## src/rtl/dmem_arbiter_if.sv

```systemverilog
// Bundle of the two requester ports and the shared data-memory port of dmem_arbiter.
// The slave modport faces the arbiter. The master modport faces the requesters and the memory.
interface dmem_arb_if;
  logic        req0;
  logic        req1;
  logic [31:0] addr0;
  logic [31:0] addr1;
  logic [31:0] wdata0;
  logic [31:0] wdata1;
  logic [3:0]  we0;
  logic [3:0]  we1;
  logic        lock0;
  logic        lock1;
  logic        gnt0;
  logic        gnt1;
  logic        rvalid0;
  logic        rvalid1;
  logic [31:0] rdata;
  logic [31:0] daddr;
  logic [31:0] dwdata;
  logic [3:0]  dwe;
  logic [31:0] drdata;

  modport slave (
    input  req0, req1, addr0, addr1, wdata0, wdata1, we0, we1, lock0, lock1, drdata,
    output gnt0, gnt1, rvalid0, rvalid1, rdata, daddr, dwdata, dwe
  );

  modport master (
    output req0, req1, addr0, addr1, wdata0, wdata1, we0, we1, lock0, lock1, drdata,
    input  gnt0, gnt1, rvalid0, rvalid1, rdata, daddr, dwdata, dwe
  );
endinterface

```

## src/rtl/dmem_arbiter.sv

```systemverilog
// Round-robin two-port arbiter for the data memory, with a registered read response.
// Define DMEM_ARB_LOCK_EN to compile in the FREE/OWN0/OWN1 ownership lock and its cycle counter.
module dmem_arbiter #(
  parameter int unsigned MAX_LOCK = 8
) (
  input logic       clk,
  input logic       reset,
  dmem_arb_if.slave bus
);

  logic        last_q, last_d;
  logic        gnt0, gnt1;
  logic        rd0, rd1;
  logic        rvalid0_q, rvalid1_q;
  logic [31:0] rdata_q, rdata_d;

`ifdef DMEM_ARB_LOCK_EN
  typedef enum logic [1:0] {FREE, OWN0, OWN1} state_e;
  localparam logic [7:0] MAX_CNT = 8'(MAX_LOCK);
  state_e      state_q, state_d;
  logic [7:0]  cnt_q, cnt_d;
`else
  logic unused_lock;
  assign unused_lock = bus.lock0 ^ bus.lock1;
`endif

  // last_q = 1 means port 1 was granted most recently, so port 0 wins a tie.
  always_comb begin
    gnt0 = bus.req0 & (~bus.req1 | last_q);
    gnt1 = bus.req1 & (~bus.req0 | ~last_q);
`ifdef DMEM_ARB_LOCK_EN
    if (state_q == OWN0) begin
      gnt0 = bus.req0;
      gnt1 = 1'b0;
    end
    if (state_q == OWN1) begin
      gnt0 = 1'b0;
      gnt1 = bus.req1;
    end
`endif
    if (reset) begin
      gnt0 = 1'b0;
      gnt1 = 1'b0;
    end
  end

  assign rd0 = gnt0 & (bus.we0 == 4'b0000);
  assign rd1 = gnt1 & (bus.we1 == 4'b0000);

  assign bus.gnt0    = gnt0;
  assign bus.gnt1    = gnt1;
  assign bus.daddr   = gnt1 ? bus.addr1  : bus.addr0;
  assign bus.dwdata  = gnt1 ? bus.wdata1 : bus.wdata0;
  assign bus.dwe     = gnt0 ? bus.we0 : (gnt1 ? bus.we1 : 4'b0000);
  assign bus.rvalid0 = rvalid0_q;
  assign bus.rvalid1 = rvalid1_q;
  assign bus.rdata   = rdata_q;

  always_comb begin
    last_d  = last_q;
    rdata_d = rdata_q;
    if (gnt0) begin
      last_d = 1'b0;
    end else if (gnt1) begin
      last_d = 1'b1;
    end
    if (rd0 | rd1) begin
      rdata_d = bus.drdata;
    end
`ifdef DMEM_ARB_LOCK_EN
    state_d = state_q;
    cnt_d   = cnt_q;
    case (state_q)
      FREE: begin
        if (gnt0 && bus.lock0) begin
          state_d = OWN0;
          cnt_d   = 8'd1;
        end else if (gnt1 && bus.lock1) begin
          state_d = OWN1;
          cnt_d   = 8'd1;
        end
      end
      OWN0: begin
        // On release the pointer is forced to the owner so the other port wins next.
        if (!bus.lock0 || cnt_q == MAX_CNT) begin
          state_d = FREE;
          cnt_d   = 8'd0;
          last_d  = 1'b0;
        end else begin
          cnt_d = cnt_q + 8'd1;
        end
      end
      OWN1: begin
        if (!bus.lock1 || cnt_q == MAX_CNT) begin
          state_d = FREE;
          cnt_d   = 8'd0;
          last_d  = 1'b1;
        end else begin
          cnt_d = cnt_q + 8'd1;
        end
      end
      default: begin
        state_d = FREE;
        cnt_d   = 8'd0;
      end
    endcase
`endif
  end

  always_ff @(posedge clk) begin
    if (reset) begin
      last_q    <= 1'b1;
      rvalid0_q <= 1'b0;
      rvalid1_q <= 1'b0;
      rdata_q   <= 32'h0;
`ifdef DMEM_ARB_LOCK_EN
      state_q   <= FREE;
      cnt_q     <= 8'd0;
`endif
    end else begin
      last_q    <= last_d;
      rvalid0_q <= rd0;
      rvalid1_q <= rd1;
      rdata_q   <= rdata_d;
`ifdef DMEM_ARB_LOCK_EN
      state_q   <= state_d;
      cnt_q     <= cnt_d;
`endif
    end
  end

endmodule
```

## src/flat_wrapper.sv

```systemverilog
// flat-port wrapper written by rule: the top's interface ports become plain ports
module dmem_arbiter_flat 
#(
  parameter int unsigned MAX_LOCK = 8
)
  (clk, reset, bus_req0, bus_req1, bus_addr0, bus_addr1, bus_wdata0, bus_wdata1, bus_we0, bus_we1, bus_lock0, bus_lock1, bus_drdata, bus_gnt0, bus_gnt1, bus_rvalid0, bus_rvalid1, bus_rdata, bus_daddr, bus_dwdata, bus_dwe);
  dmem_arb_if bus_i ();
  input logic clk;
  input logic reset;
  input wire logic [$bits(bus_i.req0)-1:0] bus_req0;
  input wire logic [$bits(bus_i.req1)-1:0] bus_req1;
  input wire logic [$bits(bus_i.addr0)-1:0] bus_addr0;
  input wire logic [$bits(bus_i.addr1)-1:0] bus_addr1;
  input wire logic [$bits(bus_i.wdata0)-1:0] bus_wdata0;
  input wire logic [$bits(bus_i.wdata1)-1:0] bus_wdata1;
  input wire logic [$bits(bus_i.we0)-1:0] bus_we0;
  input wire logic [$bits(bus_i.we1)-1:0] bus_we1;
  input wire logic [$bits(bus_i.lock0)-1:0] bus_lock0;
  input wire logic [$bits(bus_i.lock1)-1:0] bus_lock1;
  input wire logic [$bits(bus_i.drdata)-1:0] bus_drdata;
  output wire logic [$bits(bus_i.gnt0)-1:0] bus_gnt0;
  output wire logic [$bits(bus_i.gnt1)-1:0] bus_gnt1;
  output wire logic [$bits(bus_i.rvalid0)-1:0] bus_rvalid0;
  output wire logic [$bits(bus_i.rvalid1)-1:0] bus_rvalid1;
  output wire logic [$bits(bus_i.rdata)-1:0] bus_rdata;
  output wire logic [$bits(bus_i.daddr)-1:0] bus_daddr;
  output wire logic [$bits(bus_i.dwdata)-1:0] bus_dwdata;
  output wire logic [$bits(bus_i.dwe)-1:0] bus_dwe;
  assign bus_i.req0 = bus_req0;
  assign bus_i.req1 = bus_req1;
  assign bus_i.addr0 = bus_addr0;
  assign bus_i.addr1 = bus_addr1;
  assign bus_i.wdata0 = bus_wdata0;
  assign bus_i.wdata1 = bus_wdata1;
  assign bus_i.we0 = bus_we0;
  assign bus_i.we1 = bus_we1;
  assign bus_i.lock0 = bus_lock0;
  assign bus_i.lock1 = bus_lock1;
  assign bus_i.drdata = bus_drdata;
  assign bus_gnt0 = bus_i.gnt0;
  assign bus_gnt1 = bus_i.gnt1;
  assign bus_rvalid0 = bus_i.rvalid0;
  assign bus_rvalid1 = bus_i.rvalid1;
  assign bus_rdata = bus_i.rdata;
  assign bus_daddr = bus_i.daddr;
  assign bus_dwdata = bus_i.dwdata;
  assign bus_dwe = bus_i.dwe;
  dmem_arbiter #(.MAX_LOCK(MAX_LOCK)) u_core (.clk(clk), .reset(reset), .bus(bus_i));
endmodule
```

## config.mk

```make
export PLATFORM = sky130hd
export DESIGN_NAME = dmem_arbiter_flat
export DESIGN_NICKNAME = d
export VERILOG_FILES = /design/src/rtl/dmem_arbiter_if.sv /design/src/rtl/dmem_arbiter.sv /design/src/flat_wrapper.sv
export SDC_FILE = /design/constraint.sdc
export NUM_CORES = 1
export LEC_CHECK = 0
export ABC_AREA = 0
export BUFFER_PORTS_ARGS = -buffer_cell sky130_fd_sc_hd__clkbuf_2
export CAP_MARGIN = 20
export CORE_AREA = 3 3 108 110
export CTS_CLUSTER_DIAMETER = 100
export DETAILED_ROUTE_END_ITERATION = 16
export DIE_AREA = 0 0 111 113
export GPL_TIMING_DRIVEN = 0
export PLACE_DENSITY = 0.68
export SLEW_MARGIN = 40
export SYNTH_ARGS = -nofsm -noshare
export SYNTH_HDL_FRONTEND = slang
export SYNTH_SLANG_ARGS = --single-unit
```

## constraint.sdc

```tcl
create_clock -name clk -period 1.6 [get_ports clk]
set_input_delay 0.24 -clock clk [delete_from_list [all_inputs] [get_ports clk]]
set_output_delay 0.24 -clock clk [all_outputs]
set_load 0.01 [all_outputs]
```

## After elaboration in Yosys (flattened, before gate mapping)

Index checks and enable logic that the tools add are counted.

| cells by class | value |
|---|---|
| bitwise operators | 10 |
| reduce and logical (&&, ||, !) cells | 3 |
| muxes and demuxes | 8 |

Operators with widths:

| operator | number |
|---|---|
| two-way mux 32 bit | 2 |
| logical NOT 4 bit | 2 |
| two-way mux 4 bit | 2 |
| AND 1 bit | 4 |
| two-way mux 1 bit | 4 |
| NOT 1 bit | 3 |
| OR 1 bit | 3 |
| nonzero test 2 bit | 1 |

| word-level totals | value |
|---|---|
| register bits | 35 |
| output and inout port bits | 104 |

## Longest topological paths before layout

Gate-level depths: netlist of the first run.

| depth | value |
|---|---|
| depth after elaboration | 6 |
| gate-level depth with buffers | 7 |

## Worst setup path after synthesis of the first run

Ideal clock, no wire load.

| path | value |
|---|---|
| kind | register to output |
| from | register u_core.last_q |
| to | output port bus_daddr[10] |
| stages on the path, launching flop included | 7 |
| path buffers | 2 |
| slack | 120 ps |
| arrival time | 1240 ps |
| data required time | 1360 ps |
| path through | dfxtp_1 > nand2_1 > nand3b_2 > clkbuf_1 > buf_1 > nand2_1 > nand2_1 |

| between the ends | value |
|---|---|
| word-level cells in the longest chain between the ends | 5 |

RTL lines:

| what | line | text |
|---|---|---|
| start: declaration | dmem_arbiter.sv:11 | `logic last_q, last_d;` |
| start signal: assignment | dmem_arbiter.sv:121 | `last_q <= last_d;` |
| NOT 1 bit | dmem_arbiter.sv:30 | `gnt1 = bus.req1 & (~bus.req0 \| ~last_q);` |
| OR 1 bit | dmem_arbiter.sv:30 |  |
| AND 1 bit | dmem_arbiter.sv:30 |  |
| two-way mux 1 bit | dmem_arbiter.sv:41 | `if (reset) begin` |
| two-way mux 32 bit | dmem_arbiter.sv:52 | `assign bus.daddr = gnt1 ? bus.addr1 : bus.addr0;` |
| end: declaration | flat_wrapper.sv:26 | `output wire logic [$bits(bus_i.daddr)-1:0] bus_daddr;` |

Every way passes these cells.

## Worst setup path in the final report of the first run

| path | value |
|---|---|
| from | register u_core.last_q |
| to | output port bus_dwdata[30] |

| between the ends | value |
|---|---|
| word-level cells in the longest chain between the ends | 5 |

RTL lines:

| what | line | text |
|---|---|---|
| NOT 1 bit | dmem_arbiter.sv:30 |  |
| OR 1 bit | dmem_arbiter.sv:30 |  |
| AND 1 bit | dmem_arbiter.sv:30 |  |
| two-way mux 1 bit | dmem_arbiter.sv:41 |  |
| two-way mux 32 bit | dmem_arbiter.sv:53 | `assign bus.dwdata = gnt1 ? bus.wdata1 : bus.wdata0;` |
| end: declaration | flat_wrapper.sv:27 | `output wire logic [$bits(bus_i.dwdata)-1:0] bus_dwdata;` |

Every way passes these cells.

==> results.yml, run 1 <==
floorplan:
  die_h_um: 113
  io_pins: 278
  row_count: 38
  core-area_um2: 10800
  dieArea_um2: 12500
  initial_core_util: 0.224
  fp.dieW_um: 111
cts:
  insertion_delay_ps: 280
  cts_buffers: 5
  htree_levels: 2
  clk_pin_slew_ps: 70
  root_buffer: "clkbuf_8"
  clockBufferDepth: 2
  clock_sinks: 35
  cts_tree: "built"
setup_path:
  crit_type: "reg -> out"
  crit_start: "u_core.last_q"
  startpoint_type: "flop"
  r2r_start: "u_core.last_q"
  reg2reg_depth: 8
  r2r-end: "u_core.bus.rdata[0]"
  r2r_setup_slack_ps: 40
  cp-end-kind: "output pin"
  cp_max_fo: 10
  cp.arrival_ps: 1420
  cp_data_required_time_ps: 1360
  critical_path.endpoint: "bus_dwdata[30]"
detailed_routing:
  drt_iter0_markers: 185
  drcViolationCount: 0
  drt_first_pass_iters: 4
  vias: 3332
  wl_per_cell_um: 13.2
  drt_wl_total_um: 10500
  viasPerCell: 4.17
  ant_nets: 0
yosys:
  yosys_warnings: 0
  synth_area_um2: 2420
  synthCells: 366
  synth-seq-area-share: 0.290
  syn_avg_cell_area_um2: 6.61
  synth_top_area_cell: "nand2_1"
  ys_seq_elements: 35
  ys_types: 20
  synth_area_leaders: "nand2_1 (30%), dfxtp_1 (29%), nand2b_1 (17%), mux2i_1 (13%), clkbuf_1 (2.8%)"
  synth_top_area_share: 0.299
  synth_fp_nets: 540
power_and_ir_drop:
  seqPwrFrac: 0.372
  peakVddDrop_v: 0.000524
  p_sw_frac: 0.303
  power.density_nw_per_um2: 536
  power_uw: 2390
  combPwrFrac: 0.362
  p_sw_uw: 725
  clock_power_share: 0.267
  internal_power_uw: 1670
  p_leak_uw: 0.00254
placed_design:
  io_buffers: 275
  place_hpwl_um: 8640
  gp_congestion: 0.838
timing:
  fmax_mhz: 601
  fin_crit_sh: 1.04
  rsz0062_at_grt: "true"
  slew_headroom: 0.758
  period_minus_slack_ps: 1660
  finalMaxSlewViolations: 0
  fin_ws_ps: -63.5
  tightest_slew_ps: 363
  setup_viol: 56
  hold_violations: 0
  tns_ps: -1160
  finClkSkew_ps: 7.01
finish:
  utilization: 0.414
  n_fill_cell: 1154
  area_growth_syn_to_layout_pct: 84.6
  final_cell_mix: "clkbuf_2 (257), nand2_1 (174), nand2b_1 (66)"
  antenna_cells: 0
  num-nets-final: 833
  layout-drive-gt1-share: 0.510
  mostFrequentLayoutCell: "clkbuf_2"
run_status:
  failed_checks: "negative setup slack"
  status: "finished with violations"
worst_hold_path:
  hp-class: "in -> reg"
global_routing:
  grt_use_total: 0.150
  first_global_vias: 3120
  grt_max_degree: 11
  gr-total-overflow: 0
  grt_pass1_wl_um: 15600
  antenna_found_initial: 0
run:
  maxCapViolations: 0
state kept, by name (all words and copies together) (netlist names):
name and count:
u_core.bus.rdata 32, u_core.bus.rvalid0 1, u_core.bus.rvalid1 1, u_core.last_q 1
timing repair:
item / 4_1_cts / 5_1_grt
gates resized for setup: 57 / 44
cloned: 1 / 5
endpoints found under the setup margin: 69 / 83
hold buffers: 0 / 0
pin swaps: 5 / 6
buffers inserted: 6 / 2
worst max-delay path: stages (launching register included):
cell and delay [ps]:
dfxtp_2 320, nand2_2 80, nand3b_4 130, clkbuf_16 200, buf_8 140, nand2_1 70
nand2_2 80, clkbuf_2 130
how the worst min path moves through the flow:
| stage | depth (start not counted) | start | slack (ps) | endpoint |
|---|---|---|---|---|
| 6_report | 3 | bus_drdata[19] | 190 | u_core.bus.rdata[19] |
| 5_1_grt | 3 | bus_drdata[8] | 190 | u_core.bus.rdata[8] |
| 4_1_cts | 3 | bus_drdata[20] | 190 | u_core.bus.rdata[20] |
| 3_5_place_dp | 2 | u_core.bus.rdata[15] | 460 | u_core.bus.rdata[15] |
| 3_3_place_gp | 2 | u_core.bus.rdata[6] | 460 | u_core.bus.rdata[6] |
| 2_1_floorplan | 2 | bus_req1 | 380 | u_core.last_q |
cell families (layout without fill, tap and decap cells):
| group | after synthesis | count (layout) | share of synthesized area |
|---|---|---|---|
| AOI/OAI and AO/OA | 6 | 6 | 0.0212 |
| buffers and inverters | 27 | 320 | 0.0657 |
| DFF | 35 | 35 | 0.290 |
| muxes | 32 | 32 | 0.132 |
| and+or+nand+nor | 266 | 266 | 0.491 |
synthesized netlist by cell type:
master	instances
and3_1	1
buf_12	3
or4_4	1
o21ai_0	1
dfxtp_1	35
nor2b_1	1
a22o_1	4
inv_2	1
buf_2	1
nand3b_2	1
nand2_1	193
clkbuf_1	18
and2_1	1
buf_1	3
nor4_1	1
o21bai_2	1
nand2b_1	66
mux2i_1	32
buf_6	1
nor2_1	1
stage by stage:
stage / instance area (um^2) / worst slack [ps] / hold slack [ps] / std cells
final: 4470 / -63.5 / 194 / 799
after global routing: 4470 / -160 / 195 / 799
after global placement: 3970 / -493 / 458 / 781
after CTS: 4310 / -113 / 186 / 794
after detailed placement: 3970 / -505 / 460 / 781
after floorplan: 2420 / 120 / 377 / 366
layer usage:
metal | vias to the layer above | share of wire | track usage
li1 | 1714 | - | -
met1 | 1440 | 0.39 | 0.174
met5 | - | 0 | 0
met3 | 10 | 0.089 | 0.0396
met4 | 0 | 0.013 | 0.0328
met2 | 168 | 0.51 | 0.275
layout make-up:
type                       instances  area [um^2]  area share
timing repair buffer             288         1600       0.359
sequential                        35          702       0.157
multi-input combinational        304         1620       0.363
clock buffer                       6         82.6      0.0185
buffer                            24          265      0.0594
tap                              140          175      0.0392
clock inverter                     1         5.00     0.00112
inverter                           1         11.3     0.00252
power by group through the flow:
stage | combinational [uW] | clock [uW] | sequential [uW]
after floorplan | 340 | 0 | 913
after CTS | 838 | 671 | 889
after detailed placement | 768 | 0 | 908
after global routing | 951 | 703 | 890
after global placement | 765 | 0 | 909
final | 866 | 638 | 889
Power figures use the tool's default switching activity.
==> run 2, diff against run 1 <==
==> constraint.sdc (replaced) <==
create_clock -name clk -period 1.9 [get_ports clk]
set_input_delay 0.285 -clock clk [delete_from_list [all_inputs] [get_ports clk]]
set_output_delay 0.285 -clock clk [all_outputs]
set_load 0.01 [all_outputs]
==> results.yml, run 2 (same netlist as run 1, synthesis figures left out) <==
run_status:
  status: "completed"
setup_path:
  cp_max_fo: 10
  r2r-end: "u_core.bus.rdata[9]"
  cp-end-kind: "output pin"
  cp_slowest_cell: "dfxtp_1"
  r2r_start: "u_core.last_q"
  cp_data_required_time_ps: 1620
  crit_path_cell_trace: "nand2_2 -> nand3b_4 -> inv_6 -> clkbuf_2 -> nand2_1 -> nand2_1 -> clkbuf_2"
  cp.arrival_ps: 1510
  critPathTopFamily: "buffers and inverters"
  r2r_setup_slack_ps: 560
  critPathBufInv: 3
  startpoint_type: "flop"
  path_depth: 7
  cpPeakStageDelay_ps: 320
  crit_type: "reg -> out"
  reg2reg_depth: 6
finish:
  layout-drive-gt1-share: 0.471
  antenna_cells: 0
  final_cell_mix: "clkbuf_2 (280), nand2_1 (192), nand2b_1 (66)"
  utilization: 0.383
  mostFrequentLayoutCell: "clkbuf_2"
  instances_no_fill: 788
  num-nets-final: 822
  area_growth_syn_to_layout_pct: 70.8
  largest_register_ffs: 32
floorplan:
  dieArea_um2: 12500
  io_pins: 278
  die_h_um: 113
  row_count: 38
  fp.dieW_um: 111
  core-area_um2: 10800
  initial_core_util: 0.224
global_routing:
  gr-total-overflow: 0
  grt_max_degree: 11
  grt_pass1_wl_um: 15300
  first_global_vias: 3040
  grt_use_total: 0.146
  antenna_found_initial: 0
worst_hold_path:
  holdPathStages: 3
  hold_start: "bus_drdata[19]"
  hp-class: "in -> reg"
  holdPathEnd: "u_core.bus.rdata[19]"
timing:
  slew_headroom: 0.764
  finalMaxSlewViolations: 0
  fmax_mhz: 558
  whs_ps: 237
  finClkSkew_ps: 8.27
  fin_ws_ps: 109
  tightest_slew_ps: 355
  fin_crit_sh: 0.942
  setup_viol: 0
  period_minus_slack_ps: 1790
  hold_violations: 0
placed_design:
  gp_congestion: 0.838
  place_hpwl_um: 8640
  place_ws_ps: -295
  io_buffers: 275
  place_inst: 781
power_and_ir_drop:
  power.density_nw_per_um2: 470
  p_leak_uw: 0.00240
  power_uw: 1940
  peakVddDrop_v: 0.000444
cts:
  holdBufCountCts: 0
  insertion_delay_ps: 280
  clock_sinks: 35
  cts_tree: "built"
  cts_buffers: 5
  root_buffer: "clkbuf_8"
  clk_pin_slew_ps: 70
  cts_setup_buffers: 0
  htree_levels: 2
  clockBufferDepth: 2
detailed_routing:
  viasPerCell: 4.15
  vias: 3274
  ant_nets: 0
  drt_first_pass_iters: 5
  drt_iter0_markers: 170
  wl_per_cell_um: 12.6
  drt_wl_total_um: 9950
  drcViolationCount: 0
run:
  maxCapViolations: 0
run 2: cell types whose count changed in the layout (fill, tap and decap cells not counted), moves of 2 or more:
cell | previous run | this run
clkbuf_16 | 6 | 0
clkbuf_4 | 0 | 3
buf_4 | 8 | 1
buf_2 | 14 | 1
nand2_1 | 174 | 192
clkbuf_2 | 257 | 280
clkbuf_8 | 8 | 6
nand2_2 | 18 | 1
buf_6 | 11 | 3
run 2: through the flow:
stage | area [um^2] | setup TNS (ps)
after detailed placement | 3970 | -9820
after global placement | 3970 | -9380
after global routing | 4130 | -2.10
final | 4130 | 0
after CTS | 4110 | -6.85
after floorplan | 2420 | 0
run 2: where the power goes:
part | internal, uW | total [uW] | switching [uW]
clock | 284 | 536 | 252
combinational | 328 | 660 | 331
sequential | 743 | 749 | 5.31
total | 1360 | 1940 | 589
run 2: worst max path at each step:
stage                             start        endpoint  slack (ps)
after floorplan                   reset   bus_daddr[12]         370
after global placement            reset   bus_daddr[16]        -280
after detailed placement          reset   bus_daddr[16]        -290
after CTS                 u_core.last_q   bus_daddr[16]          -7
after global routing      u_core.last_q   bus_daddr[22]          -2
final                     u_core.last_q  bus_dwdata[30]         110
run 2: cell type report:
cell class                 instances  area [um^2]
buffer                            26          214
clock buffer                       6         82.6
clock inverter                     1         5.00
fill                            1178         6660
inverter                           1         8.76
multi-input combinational        304         1570
sequential                        35          701
tap                              140          175
timing repair buffer             275         1380
run 2: repair_timing:
item / in CTS / in global routing
setup endpoints to repair: 65 / 57
cloned: 0 / 0
resized for setup: 23 / 10
run 2: layer usage:
layer  GRT usage  vias to the layer above  wire length, um
met3      0.0396                       10              939
met1       0.171                     1405             3860
met5           0                        -                0
met4      0.0271                        0               91
li1            -                     1688                -
met2       0.270                      171             5060
run 2: worst min-delay path: stages:
cell      delay, ps
clkbuf_2         80
nand2b_1         50
mux2i_1          60
==> run 3, diff against run 2 <==
--- a/config.mk
+++ b/config.mk
@@ -14,6 +14,7 @@
 export DIE_AREA = 0 0 111 113
 export GPL_TIMING_DRIVEN = 0
 export PLACE_DENSITY = 0.68
+export RECOVER_POWER = 100
 export SLEW_MARGIN = 40
 export SYNTH_ARGS = -nofsm -noshare
 export SYNTH_HDL_FRONTEND = slang
==> results.yml, run 3 (same netlist as run 1, synthesis figures left out) <==
power_and_ir_drop:
  seqPwrFrac: 0.385
  p_sw_uw: 591
  internal_power_uw: 1350
  peakVddDrop_v: 0.000447
  clock_power_share: 0.277
  p_sw_frac: 0.304
  p_leak_uw: 0.00227
  combPwrFrac: 0.337
  power.density_nw_per_um2: 476
run:
  maxCapViolations: 0
finish:
  final_area_um2: 4080
  mostFrequentLayoutCell: "clkbuf_2"
  final_cell_mix: "clkbuf_2 (242), nand2_1 (192), nand2b_1 (66)"
  utilization: 0.378
  antenna_cells: 0
  largest_register_ffs: 32
  n_fill_cell: 1205
  instances_no_fill: 788
  area_growth_syn_to_layout_pct: 68.6
  num-nets-final: 822
  layout-drive-gt1-share: 0.410
floorplan:
  dieArea_um2: 12500
  initial_core_util: 0.224
  core-area_um2: 10800
  io_pins: 278
  die_h_um: 113
  fp.dieW_um: 111
  row_count: 38
setup_path:
  r2r_start: "u_core.last_q"
  crit_type: "reg -> out"
  startpoint_type: "flop"
  cp.arrival_ps: 1500
  cp_data_required_time_ps: 1620
  cp_max_fo: 10
  cp-end-kind: "output pin"
  r2r-end: "u_core.bus.rdata[9]"
  reg2reg_depth: 6
  r2r_setup_slack_ps: 280
detailed_routing:
  ant_nets: 0
  wl_per_cell_um: 12.6
  drt_iter0_markers: 210
  drt_wl_total_um: 9960
  drcViolationCount: 0
  vias: 3274
  drt_first_pass_iters: 4
  viasPerCell: 4.15
timing:
  hold_violations: 0
  fin_crit_sh: 0.942
  finClkSkew_ps: 8.46
  setup_viol: 0
  tightest_slew_ps: 502
  tns_ps: 0
  finalMaxSlewViolations: 0
  fmax_mhz: 559
  period_minus_slack_ps: 1790
  slew_headroom: 0.665
placed_design:
  place_inst: 781
  placed_cell_area_um2: 3970
  io_buffers: 275
  gp_congestion: 0.838
  place_hpwl_um: 8640
cts:
  root_buffer: "clkbuf_8"
  cts_buffers: 5
  clock_sinks: 35
  clk_pin_slew_ps: 70
  htree_levels: 2
  cts_tree: "built"
  insertion_delay_ps: 280
  holdBufCountCts: 0
  clockBufferDepth: 2
worst_hold_path:
  hp-class: "in -> reg"
  holdPathEnd: "u_core.bus.rdata[19]"
  holdPathStages: 3
  hold_start: "bus_drdata[19]"
global_routing:
  grt_use_total: 0.146
  first_global_vias: 3040
  antenna_found_initial: 0
  grt_pass1_wl_um: 15300
  gr-total-overflow: 0
  grt_max_degree: 11
run_status:
  status: "completed"
## run 3: changes by cell type in the layout (fill, tap and decap cells not counted)
cell / before / now
buf_6: 3 / 2
clkbuf_1: 8 / 47
clkbuf_2: 280 / 242
## run 3: final cells by class
cell class	instances	area, um^2	area share
inverters	1	8.76	0.00215
flip-flops and latches	35	701	0.172
repair buffers	275	1330	0.326
clock buffers	6	82.6	0.0202
clock inverters	1	5.00	0.00123
plain buffers	26	206	0.0506
multi-input cells	304	1570	0.385
well taps	140	175	0.0429
## run 3: stage by stage
stage	worst slack, ps	total power (uW)	hold WS (ps)
floorplan	372	1050	422
global placement	-283	1410	458
detailed placement	-295	1410	460
CTS	-6.85	1970	231
global route	-2.10	2070	240
finish	111	1940	237
## run 3: per-layer routing
layer / track usage / vias up / routed length (um)
met5: 0 / - / 0
met4: 0.0271 / 0 / 101
met3: 0.0396 / 12 / 924
met2: 0.270 / 165 / 5070
met1: 0.171 / 1408 / 3870
li1: - / 1689 / -
## run 3: how the worst max path moves through the flow
stage,cells past startpoint,end,startpoint
2_1_floorplan,6,bus_daddr[12],reset
3_5_place_dp,8,bus_daddr[16],reset
3_3_place_gp,8,bus_daddr[16],reset
6_report,7,bus_dwdata[30],u_core.last_q
4_1_cts,8,bus_daddr[16],u_core.last_q
5_1_grt,7,bus_daddr[22],u_core.last_q
## run 3: critical path: stages (launching register included)
cell and delay [ps]:
dfxtp_1 320, nand2_2 80, nand3b_4 130, inv_6 110, clkbuf_2 220, nand2_1 70
nand2_1 130, clkbuf_2 160
## run 3: repair_timing
action                                 CTS  global route
endpoints found under the hold margin    0             0
resized for setup                       23            10
setup endpoints to repair               65            57
setup buffers                            0             0
## run 3: power groups by stage
stage                     Clock [uW]  Sequential, uW  Combinational (uW)
after global routing             592             749                 728
after CTS                        565             748                 661
after floorplan                    0             769                 286
after detailed placement           0             765                 647
final                            539             749                 655
after global placement             0             765                 644
